[src/rtl/dense_weight_fetch_if.sv]
// ROM read port plus weight stream for dense_weight_fetch.
// master = the fetch sequencer, slave = ROM/MAC side.
interface dense_weight_fetch_if #(
  parameter int unsigned ADDR_W = 10,
  parameter int unsigned DATA_W = 8
);
  logic              mem_en;
  logic [ADDR_W-1:0] mem_addr;
  logic [DATA_W-1:0] mem_rdata;
  logic [DATA_W-1:0] w_data;
  logic              w_valid;
  logic              w_ready;
  logic              w_last;

  modport master (
    output mem_en, mem_addr, w_data, w_valid, w_last,
    input  mem_rdata, w_ready
  );

  modport slave (
    input  mem_en, mem_addr, w_data, w_valid, w_last,
    output mem_rdata, w_ready
  );
endinterface

[src/rtl/dense_weight_fetch.sv]
// Dense-layer weight ROM read sequencer with a 2-entry skid buffer feeding the MAC stream.
// Optional DENSE_FETCH_OFFSET_EN adds OFFSET to each weight as it is captured.
module dense_weight_fetch #(
  parameter int unsigned NUM_WEIGHTS = 507,
  parameter int unsigned ADDR_W      = 10,
  parameter int unsigned DATA_W      = 8,
  parameter int          OFFSET      = 0
) (
  input  logic                 clk,
  input  logic                 rst_n,
  input  logic                 start,
  output logic                 busy,
  output logic                 done,
  dense_weight_fetch_if.master bus
);

  typedef enum logic [1:0] {StIdle, StFetch, StFlush} state_e;

  localparam logic [ADDR_W-1:0] LastAddr = ADDR_W'(NUM_WEIGHTS - 1);

  state_e            state_q, state_d;
  logic [ADDR_W-1:0] issue_q, issue_d;
  logic              inflight_q, inflight_last_q;
  logic [DATA_W-1:0] buf_data_q [2];
  logic [1:0]        buf_last_q;
  logic              rd_ptr_q, wr_ptr_q;
  logic [1:0]        count_q;
  logic              done_q;

  logic              push, pop, issue, issue_last, head_last;
  logic [2:0]        level;
  logic [DATA_W-1:0] cap_data;

  assign push       = inflight_q;
  assign pop        = (count_q != 2'd0) && bus.w_ready;
  assign head_last  = buf_last_q[rd_ptr_q];
  // Slots committed next cycle: entries held plus the read in flight, less a pop this cycle.
  assign level      = {1'b0, count_q} + {2'b00, inflight_q} - {2'b00, pop};
  assign issue      = (state_q == StFetch) && (level < 3'd2);
  assign issue_last = issue && (issue_q == LastAddr);

`ifdef DENSE_FETCH_OFFSET_EN
  assign cap_data = bus.mem_rdata + DATA_W'(OFFSET);
`else
  assign cap_data = bus.mem_rdata;
`endif

  always_comb begin
    state_d = state_q;
    issue_d = issue_q;
    case (state_q)
      StIdle: begin
        // done_q high means the previous run just ended; its start is dropped.
        if (start && !done_q) begin
          state_d = StFetch;
          issue_d = '0;
        end
      end
      StFetch: begin
        if (issue) begin
          if (issue_last) state_d = StFlush;
          else            issue_d = issue_q + 1'b1;
        end
      end
      StFlush: begin
        if (pop && head_last) state_d = StIdle;
      end
      default: state_d = StIdle;
    endcase
  end

  always_ff @(posedge clk or negedge rst_n) begin
    if (!rst_n) begin
      state_q         <= StIdle;
      issue_q         <= '0;
      inflight_q      <= 1'b0;
      inflight_last_q <= 1'b0;
      done_q          <= 1'b0;
      count_q         <= 2'd0;
      rd_ptr_q        <= 1'b0;
      wr_ptr_q        <= 1'b0;
      buf_data_q[0]   <= '0;
      buf_data_q[1]   <= '0;
      buf_last_q      <= 2'b00;
    end else begin
      state_q         <= state_d;
      issue_q         <= issue_d;
      inflight_q      <= issue;
      inflight_last_q <= issue_last;
      done_q          <= (state_q == StFlush) && pop && head_last;
      if (push) begin
        buf_data_q[wr_ptr_q] <= cap_data;
        buf_last_q[wr_ptr_q] <= inflight_last_q;
        wr_ptr_q             <= ~wr_ptr_q;
      end
      if (pop) rd_ptr_q <= ~rd_ptr_q;
      count_q <= count_q + {1'b0, push} - {1'b0, pop};
    end
  end

  assign busy         = (state_q != StIdle);
  assign done         = done_q;
  assign bus.mem_en   = issue;
  assign bus.mem_addr = issue_q;
  assign bus.w_valid  = (count_q != 2'd0);
  assign bus.w_data   = buf_data_q[rd_ptr_q];
  assign bus.w_last   = head_last && (count_q != 2'd0);

endmodule

[src/flat_wrapper.sv]
// flat-port wrapper written by rule: the top's interface ports become plain ports
module dense_weight_fetch_flat 
#(
  parameter int unsigned NUM_WEIGHTS = 507,
  parameter int unsigned ADDR_W      = 10,
  parameter int unsigned DATA_W      = 8,
  parameter int          OFFSET      = 0
)
  (clk, rst_n, start, busy, done, bus_mem_en, bus_mem_addr, bus_w_data, bus_w_valid, bus_w_last, bus_mem_rdata, bus_w_ready);
  dense_weight_fetch_if #(.ADDR_W(ADDR_W), .DATA_W(DATA_W)) bus_i ();
  input  logic clk;
  input  logic rst_n;
  input  logic start;
  output logic busy;
  output logic done;
  output wire logic [$bits(bus_i.mem_en)-1:0] bus_mem_en;
  output wire logic [$bits(bus_i.mem_addr)-1:0] bus_mem_addr;
  output wire logic [$bits(bus_i.w_data)-1:0] bus_w_data;
  output wire logic [$bits(bus_i.w_valid)-1:0] bus_w_valid;
  output wire logic [$bits(bus_i.w_last)-1:0] bus_w_last;
  input wire logic [$bits(bus_i.mem_rdata)-1:0] bus_mem_rdata;
  input wire logic [$bits(bus_i.w_ready)-1:0] bus_w_ready;
  assign bus_mem_en = bus_i.mem_en;
  assign bus_mem_addr = bus_i.mem_addr;
  assign bus_w_data = bus_i.w_data;
  assign bus_w_valid = bus_i.w_valid;
  assign bus_w_last = bus_i.w_last;
  assign bus_i.mem_rdata = bus_mem_rdata;
  assign bus_i.w_ready = bus_w_ready;
  dense_weight_fetch #(.NUM_WEIGHTS(NUM_WEIGHTS), .ADDR_W(ADDR_W), .DATA_W(DATA_W), .OFFSET(OFFSET)) u_core (.clk(clk), .rst_n(rst_n), .start(start), .busy(busy), .done(done), .bus(bus_i));
endmodule
[config.mk]
export PLATFORM = sky130hd
export DESIGN_NAME = dense_weight_fetch_flat
export DESIGN_NICKNAME = d
export VERILOG_FILES = /design/src/rtl/dense_weight_fetch_if.sv /design/src/rtl/dense_weight_fetch.sv /design/src/flat_wrapper.sv
export SDC_FILE = /design/constraint.sdc
export NUM_CORES = 1
export LEC_CHECK = 0
export ABC_CLOCK_PERIOD_IN_PS = 3700
export BUFFER_PORTS_ARGS = -buffer_cell sky130_fd_sc_hd__buf_4
export CORE_UTILIZATION = 40
export CTS_BUF_LIST = sky130_fd_sc_hd__clkbuf_4
export DETAILED_ROUTE_END_ITERATION = 10
export SYNTH_ARGS = -nofsm -noshare
export SYNTH_HDL_FRONTEND = slang
export SYNTH_SLANG_ARGS = --single-unit
export TNS_END_PERCENT = 30
[constraint.sdc]
create_clock -name clk -period 3.7 [get_ports clk]
set_clock_uncertainty 0.2 [all_clocks]
set_input_delay 0.185 -clock clk [delete_from_list [all_inputs] [get_ports clk]]
set_output_delay 0.185 -clock clk [all_outputs]
set_load 0.05 [all_outputs]
==> reports/results.ini, run 1 <==
[status]
outcome = complete, no violations

[yosys]
ys_types = 39
ys_seq_area_frac = 0.521
synth_area_leaders = dfrtp_1 (52%), mux2_2 (16%), nand2_1 (2.7%)
syn-cell-area_um2 = 1780
yosys_most_used_dff = dfrtp_1
syn_nets = 162
yosysTopAreaCellShare = 0.521
async_flop_share = 1.00
syn_inst = 146
avgSynthCellArea_um2 = 12.2
synth-edff-count = 0
synth_top_area_cell = dfrtp_1
yosys_register_bits = 37
ys_warn_count = 0

[cts]
root_buffer = clkbuf_4
htreeDepth = 2
ctsResizeCount = 0
cts_sinks = 37
cts_tree = yes
cts_made_buffers = 5
cts_max_path_buffers = 2
clock_latency_ns = 0.34
clk_pin_slew_ns = 0.11

[route]
viasPerCell = 5.12
wirelength_mm = 3.53
drtPass1Iterations = 7
postRouteAntennaNets = 0
wl_per_cell_um = 14.5
drtIter0Drc = 49
route.detailed.drc = 0
vias = 1245

[floorplan]
dieArea_um2 = 4710
die_w_um = 68.6
pin_count = 35
die_h_um = 68.6
initial_utilization = 0.428
core.rowCount = 23
coreArea_um2 = 4140

[hold_path]
hold_path.class = input port to flop

[sta]
fin_crit_ns = 3.24
worstMarginPinSlew_ns = 0.854
holdWs_ns = 0.0559
maxSlewViolCount = 0
finalSetupTns_ns = 0
max_freq_ghz = 0.309
setup_viol = 0
hold_viol_final = 0
rsz0062_at_grt = no
slew_headroom = 0.429
fin_crit_sh = 0.875

[final_layout]
final_common_cell = dfrtp_1
final_cell_mix = dfrtp_1 (37), buf_4 (34), mux2_2 (26), nand2_1 (13), dlygate4sd3_1 (10)
area_delta_synth_final_pct = 25.0
drive_gt1_frac = 0.378
multi_input_area_um2 = 796
diodes = 0
nFillCells = 370
nNetsFinal = 209
seq_area_um2 = 926
fin_area_um2 = 2220

[power]
powerDensity_nw_per_um2 = 919
finalPower_uw = 2040
irDropWorstVdd_mv = 0.462
leakagePower_uw = 0.00102

[worst_setup_path]
critPathLaunchType = flop
cp-end-kind = output pin
crit_type = flop to output pin
crit_required_ns = 3.31
critPathArrivalTime_ns = 2.85
critical_path.max_fanout = 6

[global_routing]
grt_pass1_vias = 1274
grt_pass1_wl_mm = 5.69
track_usage = 0.171
grt_antenna_before_repair = 0
grt_max_degree = 38
grt_overflow = 0

[placed_design]
place_congestion = 0.771
portBuffers = 34
hpwl_mm = 2.49
post_dp_cell_area_um2 = 2070

[run]
maxCapViolations = 0

## final cells by class
type,count,share of cell area
Clock buffer,6,0.0203
Clock inverter,1,0.00169
Inverter,5,0.0141
Multi-Input combinational cell,100,0.359
Sequential cell,37,0.417
Tap cell,50,0.0282
Timing Repair Buffer,44,0.160
## cells by family (layout without fill, tap and decap cells)
family / after synthesis / in the layout / share of synthesized area
buffers and inverters: 9 / 56 / 0.0303
AO/OA/AOI/OAI: 16 / 16 / 0.0627
adder cells (fa/ha/maj): 4 / 4 / 0.0324
AND/OR/NAND/NOR: 48 / 48 / 0.157
flip-flops: 37 / 37 / 0.521
XOR/XNOR: 4 / 4 / 0.0197
multiplexers: 28 / 28 / 0.176
## routing by layer
metal	vias to the layer above	global-route usage	wire length, µm
li1	609	-	-
met1	595	0.192	1630
met5	-	0	0
met4	0	0.0938	61
met3	6	0.0411	165
met2	35	0.294	1670
## per-stage QoR
step / util / std cells / worst slack [ns]
2_1_floorplan: - / 146 / 0.330
3_3_place_gp: 0.500 / 226 / 0.599
3_5_place_dp: 0.500 / 226 / 0.499
4_1_cts: 0.536 / 243 / 0.429
5_1_grt: 0.536 / 243 / 0.291
6_report: 0.536 / 243 / 0.461
## final timing paths
check	from	end	slack [ns]	cells past startpoint
max	u_core.count_q[1]$_DFF_PN0_	bus_mem_en	0.46	10
min	start	u_core.bus.mem_addr[3]$_DFFE_PN0P_	0.06	3
max reg2reg	u_core.count_q[1]$_DFF_PN0_	u_core.bus.mem_addr[4]$_DFFE_PN0P_	0.48	12
min reg2reg	u_core.wr_ptr_q$_DFFE_PN0P_	u_core.wr_ptr_q$_DFFE_PN0P_	0.30	1
max in group asynchronous	rst_n	u_core.buf_data_q[9]$_DFFE_PN0P_	2.83	2
min in group asynchronous	rst_n	u_core.buf_data_q[12]$_DFFE_PN0P_	0.14	2
## worst max-delay path, stage by stage, from the launching register on
cell and delay [ns]:
dfrtp_1 0.40, nor2_1 0.08, inv_1 0.07, nand2_1 0.10, or2_2 0.31, nand2_1 0.07, ha_1 0.16, fa_1 0.44
or3_1 0.56, clkinv_8 0.11, buf_4 0.20
## registers in the layout, summed over array words and instances, names as in the netlist
name,count
u_core.inflight_last_q,1
u_core.state_q,2
u_core.buf_data_q,16
u_core.rd_ptr_q,1
u_core.buf_last_q,2
u_core.bus.mem_addr,10
u_core.done,1
u_core.count_q,2
u_core.inflight_q,1
u_core.wr_ptr_q,1
## cell usage after synthesis (all sizes together) (2+ instances only)
cell	count
a211o	2
a21o	2
a21oi	5
a31oi	2
clkbuf	3
dfrtp	37
ha	3
inv	4
mux2	26
mux2i	2
nand2	13
nand2b	2
nand3	3
nand4	2
nor2	8
nor3b	4
o21ai	2
o22ai	2
or2	3
or3	3
xnor2	3
## timing repair
action,4_1_cts,5_1_grt
hold buffers,10,0
hold endpoints to repair,54,0
buffers inserted,0,0
## power by group
part	internal, µW	total (µW)	switching, µW
Sequential	551	680	129
Clock	76.4	203	126
Combinational	438	1160	720
Total	1070	2040	975
Note: power is estimated with default switching activity, not from simulation.
==> inputs of run 2 (changes only) <==
--- a/config.mk
+++ b/config.mk
@@ -7,9 +7,13 @@
 export LEC_CHECK = 0
 export ABC_CLOCK_PERIOD_IN_PS = 3700
 export BUFFER_PORTS_ARGS = -buffer_cell sky130_fd_sc_hd__buf_4
-export CORE_UTILIZATION = 40
+export CELL_PAD_IN_SITES_DETAIL_PLACEMENT = 2
+export CELL_PAD_IN_SITES_GLOBAL_PLACEMENT = 2
+export CORE_UTILIZATION = 37
 export CTS_BUF_LIST = sky130_fd_sc_hd__clkbuf_4
 export DETAILED_ROUTE_END_ITERATION = 10
+export GPL_ROUTABILITY_DRIVEN = 0
+export PLACE_DENSITY_LB_ADDON = 0.1
 export SYNTH_ARGS = -nofsm -noshare
 export SYNTH_HDL_FRONTEND = slang
 export SYNTH_SLANG_ARGS = --single-unit
==> run 2 against run 1 <==
The run now ends with DRC left; critical path depth unchanged; via count up 4.3%; final cell count rose by 1.2%; combinational power about the same; clock power up 6%; routed wire length increased by 28%; sequential power increased by 2%; setup slack worse by 0.090 ns.
==> reports/results.ini, run 2 (synthesis gave the netlist of run 1 again) <==
[status]
outcome = complete, but fails checks
violations = DRC

[worst_setup_path]
crit_required_ns = 3.31  ; about the same
slowest_stage = or3_1
cp-end-kind = output pin
critPathLaunchType = flop
path_cells = nor2_1 > inv_1 > nand2_1 > or2_2 > nand2_1 > ha_1 > fa_1 > or3_1 > clkinv_8 > buf_4
cpPeakStageDelay_ns = 0.56  ; about the same
critical_path.max_fanout = 6  ; unchanged
crit_type = flop to output pin
worstRegToRegCells = 12  ; unchanged
cpMostUsedCell = nand2_1
critPathArrivalTime_ns = 2.94  ; +0.09 ns

[cts]
clock_latency_ns = 0.35  ; about the same
cts_max_path_buffers = 2  ; unchanged
cts_tree = yes
cts_sinks = 37  ; unchanged
ctsHoldBuffers = 10  ; unchanged
clk_pin_slew_ns = 0.12  ; about the same
root_buffer = clkbuf_4
ctsResizeCount = 0  ; unchanged
postCtsSetupBuffers = 0  ; unchanged
htreeDepth = 2  ; unchanged
cts_made_buffers = 5  ; unchanged

[final_layout]
nFillCells = 443  ; +20%
drive_gt1_frac = 0.381  ; +0.00320
largest-register = u_core.buf_data_q
largest_reg_flops = 16  ; unchanged
fin_area_um2 = 2230  ; +0.39%
diodes = 0  ; unchanged
area_delta_synth_final_pct = 25.5
final_cell_mix = dfrtp_1 (37), buf_4 (34), mux2_2 (26), nand2_1 (13), dlygate4sd3_1 (10)
final_common_cell = dfrtp_1
nNetsFinal = 209  ; unchanged
multi_input_area_um2 = 796  ; unchanged
seq_area_um2 = 926  ; unchanged

[floorplan]
die_w_um = 71.3  ; +3.9%
pin_count = 35  ; unchanged
die_h_um = 71.3  ; +3.9%
initial_utilization = 0.397  ; -0.0316
dieArea_um2 = 5080  ; +7.9%
coreArea_um2 = 4470  ; +8.0%
core.rowCount = 24  ; +4.3%

[route]
drtIter0Drc = 42  ; -14%
postRouteAntennaNets = 0  ; unchanged
viasPerCell = 5.28  ; +3.0%
route.detailed.drc = 2  ; +2
vias = 1298  ; +4.3%
drtPass1Iterations = 6  ; -1
wirelength_mm = 4.51  ; +28%
wl_per_cell_um = 18.3  ; +26%

[sta]
setup_slack_ns = 0.371  ; -0.0902 ns
fin_crit_ns = 3.33  ; +0.0902 ns
setup_viol = 0  ; unchanged
rsz0062_at_grt = no
maxSlewViolCount = 0  ; unchanged
finalSetupTns_ns = 0  ; unchanged
hold_viol_final = 0  ; unchanged
slew_headroom = 0.363  ; -0.0668
max_freq_ghz = 0.300  ; -2.7%
fin_crit_sh = 0.900  ; +0.0244
worstMarginPinSlew_ns = 0.954  ; +0.100 ns

[placed_design]
post-place-ws_ns = 0.379  ; -0.120 ns
portBuffers = 34  ; unchanged
hpwl_mm = 3.19  ; +28%
post_dp_cell_area_um2 = 2070  ; +0.12%

[hold_path]
hold_path.class = input port to flop
min_path_cells = 3  ; unchanged

[power]
powerDensity_nw_per_um2 = 941  ; +2.3%
leakagePower_uw = 0.00103  ; +0.34%
irDropWorstVdd_mv = 0.428  ; -7.4%
finalPower_uw = 2100  ; +2.7%

[run]
maxCapViolations = 0  ; unchanged

[global_routing]
grt_overflow = 0  ; unchanged
grt_pass1_wl_mm = 7.33  ; +29%
grt_max_degree = 38  ; unchanged
grt_antenna_before_repair = 0  ; unchanged
grt_pass1_vias = 1441  ; +13%
track_usage = 0.197  ; +0.0262

==> run 2: cell type report <==
type | count | area share
Sequential cell | 37 | 0.415
Inverter | 5 | 0.0140
Multi-Input combinational cell | 100 | 0.357
Clock inverter | 3 | 0.00786
Timing Repair Buffer | 44 | 0.159
Tap cell | 52 | 0.0292
Clock buffer | 5 | 0.0168
==> run 2: through the flow <==
step | cells | utilization | hold WS (ns)
after floorplan | 146 | - | -0.311
after global placement | 228 | 0.463 | -0.0265
final | 246 | 0.498 | 0.0584
after global routing | 246 | 0.498 | 0.0483
after detailed placement | 228 | 0.463 | -0.0191
after CTS | 246 | 0.498 | 0.0419
==> run 2: critical path: cells and delay by family, from the launching register on <==
kind          cells  cell delay (ns)
buf+inv           3             0.39
simple gates      5             1.10
fa+ha+maj         2             0.67
flops             1             0.43
==> run 2: path summary, 6_finish.rpt <==
path | to | slack [ns] | start
min in group asynchronous | u_core.state_q[1]$_DFFE_PN0P_ | 0.12 | rst_n
hold / removal | u_core.bus.mem_addr[7]$_DFFE_PN0P_ | 0.06 | start
max in group asynchronous | u_core.bus.mem_addr[0]$_DFFE_PN0P_ | 2.83 | rst_n
setup reg to reg | u_core.bus.mem_addr[4]$_DFFE_PN0P_ | 0.40 | u_core.count_q[1]$_DFF_PN0_
setup / recovery | bus_mem_en | 0.37 | u_core.count_q[1]$_DFF_PN0_
hold reg to reg | u_core.wr_ptr_q$_DFFE_PN0P_ | 0.31 | u_core.wr_ptr_q$_DFFE_PN0P_
==> run 2: routing by layer <==
| layer | track usage | part of all wire | vias to the layer above |
|---|---|---|---|
| met5 | 0 | 0 | - |
| met2 | 0.335 | 0.51 | 26 |
| li1 | - | - | 612 |
| met3 | 0.0338 | 0.023 | 9 |
| met4 | 0.0933 | 0.020 | 0 |
| met1 | 0.243 | 0.44 | 651 |
==> run 2: power by group <==
part	leakage [µW]	switching, µW	internal, µW	total (µW)
Sequential	0.000454	140	551	692
Combinational	0.000540	749	440	1190
Clock	0.0000326	143	72.0	216
Total	0.00103	1030	1060	2100
==> inputs of run 3 (changes only) <==
--- a/config.mk
+++ b/config.mk
@@ -11,8 +11,10 @@
 export CELL_PAD_IN_SITES_GLOBAL_PLACEMENT = 2
 export CORE_UTILIZATION = 37
 export CTS_BUF_LIST = sky130_fd_sc_hd__clkbuf_4
+export CTS_CLUSTER_DIAMETER = 40
 export DETAILED_ROUTE_END_ITERATION = 10
 export GPL_ROUTABILITY_DRIVEN = 0
+export GPL_TIMING_DRIVEN = 0
 export PLACE_DENSITY_LB_ADDON = 0.1
 export SYNTH_ARGS = -nofsm -noshare
 export SYNTH_HDL_FRONTEND = slang
==> run 3 against run 2 <==
The flow still finishes with violations (DRC); register-to-register slack better by 0.08 ns; total power grew 2.7%; maximum frequency is 3.4% higher; via count increased by 2.5%; clock-buffer cell count did not move; critical path depth increased by 3; critical endpoint is now u_core.bus.mem_addr[4]$_DFFE_PN0P_; worst hold slack better by 0.011 ns; combinational power is 7% higher; largest power group unchanged; clock power is 5% lower; sequential cell count did not move.
==> reports/results.ini, run 3 (synthesis gave the netlist of run 1 again) <==
[status]
outcome = complete, but fails checks
violations = DRC

[floorplan]
pin_count = 35  ; unchanged
core.rowCount = 24  ; unchanged
coreArea_um2 = 4470  ; unchanged
die_w_um = 71.3  ; unchanged
initial_utilization = 0.397  ; unchanged
die_h_um = 71.3  ; unchanged
dieArea_um2 = 5080  ; unchanged

[final_layout]
drive_gt1_frac = 0.376  ; -0.00581
area_delta_synth_final_pct = 26.6
nNetsFinal = 213  ; +1.9%
fin_area_um2 = 2250  ; +0.84%
nFillCells = 452  ; +2.0%
largest_reg_flops = 16  ; unchanged
largest-register = u_core.buf_data_q
final_common_cell = dfrtp_1
final_cell_mix = dfrtp_1 (37), buf_4 (34), mux2_2 (26), nand2_1 (13), dlygate4sd3_1 (10)

[worst_setup_path]
cpPeakStageDelay_ns = 0.49  ; -0.07 ns
worstRegToRegCells = 13  ; +1
path_cells = nor2_1 > inv_1 > nand2_1 > or2_2 > nand2_1 > ha_1 > fa_1 > or3_1 > buf_6 > clkinv_8 > a21oi_4 > or4_1 > nand3_1
r2r-end = u_core.bus.mem_addr[4]$_DFFE_PN0P_
cpMostUsedCell = nand2_1
critPathLaunchType = flop
reg2reg_from = u_core.count_q[1]$_DFF_PN0_
critPathLaunch = u_core.count_q[1]$_DFF_PN0_
cp-end-kind = flop
critPathArrivalTime_ns = 3.30  ; +0.36 ns
crit_type = flop to flop
rrSetupSlack_ns = 0.48  ; +0.08 ns
crit_required_ns = 3.78  ; +0.47 ns
slowest_stage = or4_1
critical_path.max_fanout = 9  ; +3

[route]
wl_per_cell_um = 18.6  ; +1.3%
wirelength_met1_mm = 1.98  ; -1.0%
postRouteAntennaNets = 0  ; unchanged
wirelength_mm = 4.64  ; +2.9%
top_layer = met4
drtPass1Iterations = 6  ; unchanged
drtIter0Drc = 42  ; unchanged
route.detailed.drc = 4  ; +2
wl_met2_mm = 2.40  ; +3.5%
viasPerCell = 5.32  ; +0.83%
vias = 1330  ; +2.5%
dr_wl_met3_um = 153  ; +44%

[placed_design]
post-place-ws_ns = 0.463  ; +0.0841 ns
portBuffers = 34  ; unchanged
post_dp_cell_area_um2 = 2100  ; +1.1%
hpwl_mm = 3.22  ; +0.93%

[power]
internal_power_uw = 1090  ; +2.4%
leakagePower_uw = 0.00103  ; +0.16%
finalPower_uw = 2150  ; +2.7%
p_clk_frac = 0.096  ; -0.007
seqPwrFrac = 0.314  ; -0.016
powerDensity_nw_per_um2 = 958  ; +1.8%
p_sw_frac = 0.494  ; +0.00141
power_frac_comb = 0.590  ; +0.023
p_switching_uw = 1060  ; +3.0%
irDropWorstVdd_mv = 0.495  ; +16%

[global_routing]
grt_pass1_vias = 1521  ; +5.6%
track_usage = 0.203  ; +0.00606
grt_pass1_wl_mm = 7.75  ; +5.6%
grt_antenna_before_repair = 0  ; unchanged
grt_overflow = 0  ; unchanged
grt_max_degree = 38  ; unchanged

[sta]
max_freq_ghz = 0.311  ; +3.4%
worstMarginPinSlew_ns = 0.669  ; -0.285 ns
fin_crit_ns = 3.22  ; -0.110 ns
hold_viol_final = 0  ; unchanged
setup_slack_ns = 0.481  ; +0.110 ns
holdWs_ns = 0.0694  ; +0.0111 ns
fin_crit_sh = 0.870  ; -0.0298
slew_headroom = 0.554  ; +0.192
rsz0062_at_grt = no
finalSetupTns_ns = 0  ; unchanged
maxSlewViolCount = 0  ; unchanged
setup_viol = 0  ; unchanged

[cts]
clock_latency_ns = 0.35  ; about the same
cts_tree = yes
cts_made_buffers = 5  ; unchanged
cts_sinks = 37  ; unchanged
clk_pin_slew_ns = 0.11  ; about the same
root_buffer = clkbuf_4
cts_max_path_buffers = 2  ; unchanged
htreeDepth = 2  ; unchanged
postCtsSetupBuffers = 0  ; unchanged

[run]
maxCapViolations = 0  ; unchanged

[hold_path]
hold_path.class = input port to flop
hold_end = u_core.bus.mem_addr[3]$_DFFE_PN0P_
min_path_cells = 3  ; unchanged
hold_start = start

-- run 3: metrics by stage --
stage,std cells,utilization
after global placement,232,0.468
after CTS,249,0.502
after floorplan,146,-
after global routing,249,0.502
final,250,0.502
after detailed placement,232,0.468
-- run 3: cell type report --
type	count	area, µm²	area share
diodes	1	2.50	0.00111
plain buffers	4	22.5	0.0100
clock buffers	5	37.5	0.0167
clock inverters	2	11.3	0.00501
inverters	5	31.3	0.0139
multi-input cells	100	796	0.354
flip-flops and latches	37	926	0.412
well taps	52	65.1	0.0290
repair buffers	44	355	0.158
-- run 3: power groups by stage --
stage | clock, µW | combinational (µW) | sequential, µW
final | 206 | 1270 | 676
after global routing | 231 | 1350 | 693
after CTS | 216 | 1270 | 673
after detailed placement | 0 | 1260 | 682
after global placement | 0 | 1200 | 657
after floorplan | 0 | 847 | 727
-- run 3: repair_timing --
action | in CTS | in global routing
hold endpoints to repair | 54 | 0
hold buffers | 10 | 0
gates resized for setup | 0 | 0
endpoints found under the setup margin | 0 | 0
-- run 3: routing by layer --
metal / up-vias / track usage
met1: 671 / 0.240
li1: 620 / -
met2: 28 / 0.351
met3: 11 / 0.0450
met4: 0 / 0.0933
met5: - / 0
-- run 3: worst max-delay path: cells and delay by family, from the launching register on --
family          cells  cell delay (ns)
simple gates        7             1.56
flops               1             0.43
compound gates      1             0.08
buf+inv             3             0.29
fa+ha+maj           2             0.60
-- run 3: worst max path at each step --
stage | to | cells past startpoint | slack (ns)
5_1_grt | u_core.bus.mem_addr[4]$_DFFE_PN0P_ | 13 | 0.24
3_3_place_gp | u_core.bus.mem_addr[4]$_DFFE_PN0P_ | 13 | 0.61
2_1_floorplan | u_core.bus.mem_addr[4]$_DFFE_PN0P_ | 13 | 0.33
4_1_cts | bus_mem_en | 11 | 0.42
3_5_place_dp | u_core.bus.mem_addr[4]$_DFFE_PN0P_ | 13 | 0.46
6_report | u_core.bus.mem_addr[4]$_DFFE_PN0P_ | 13 | 0.48
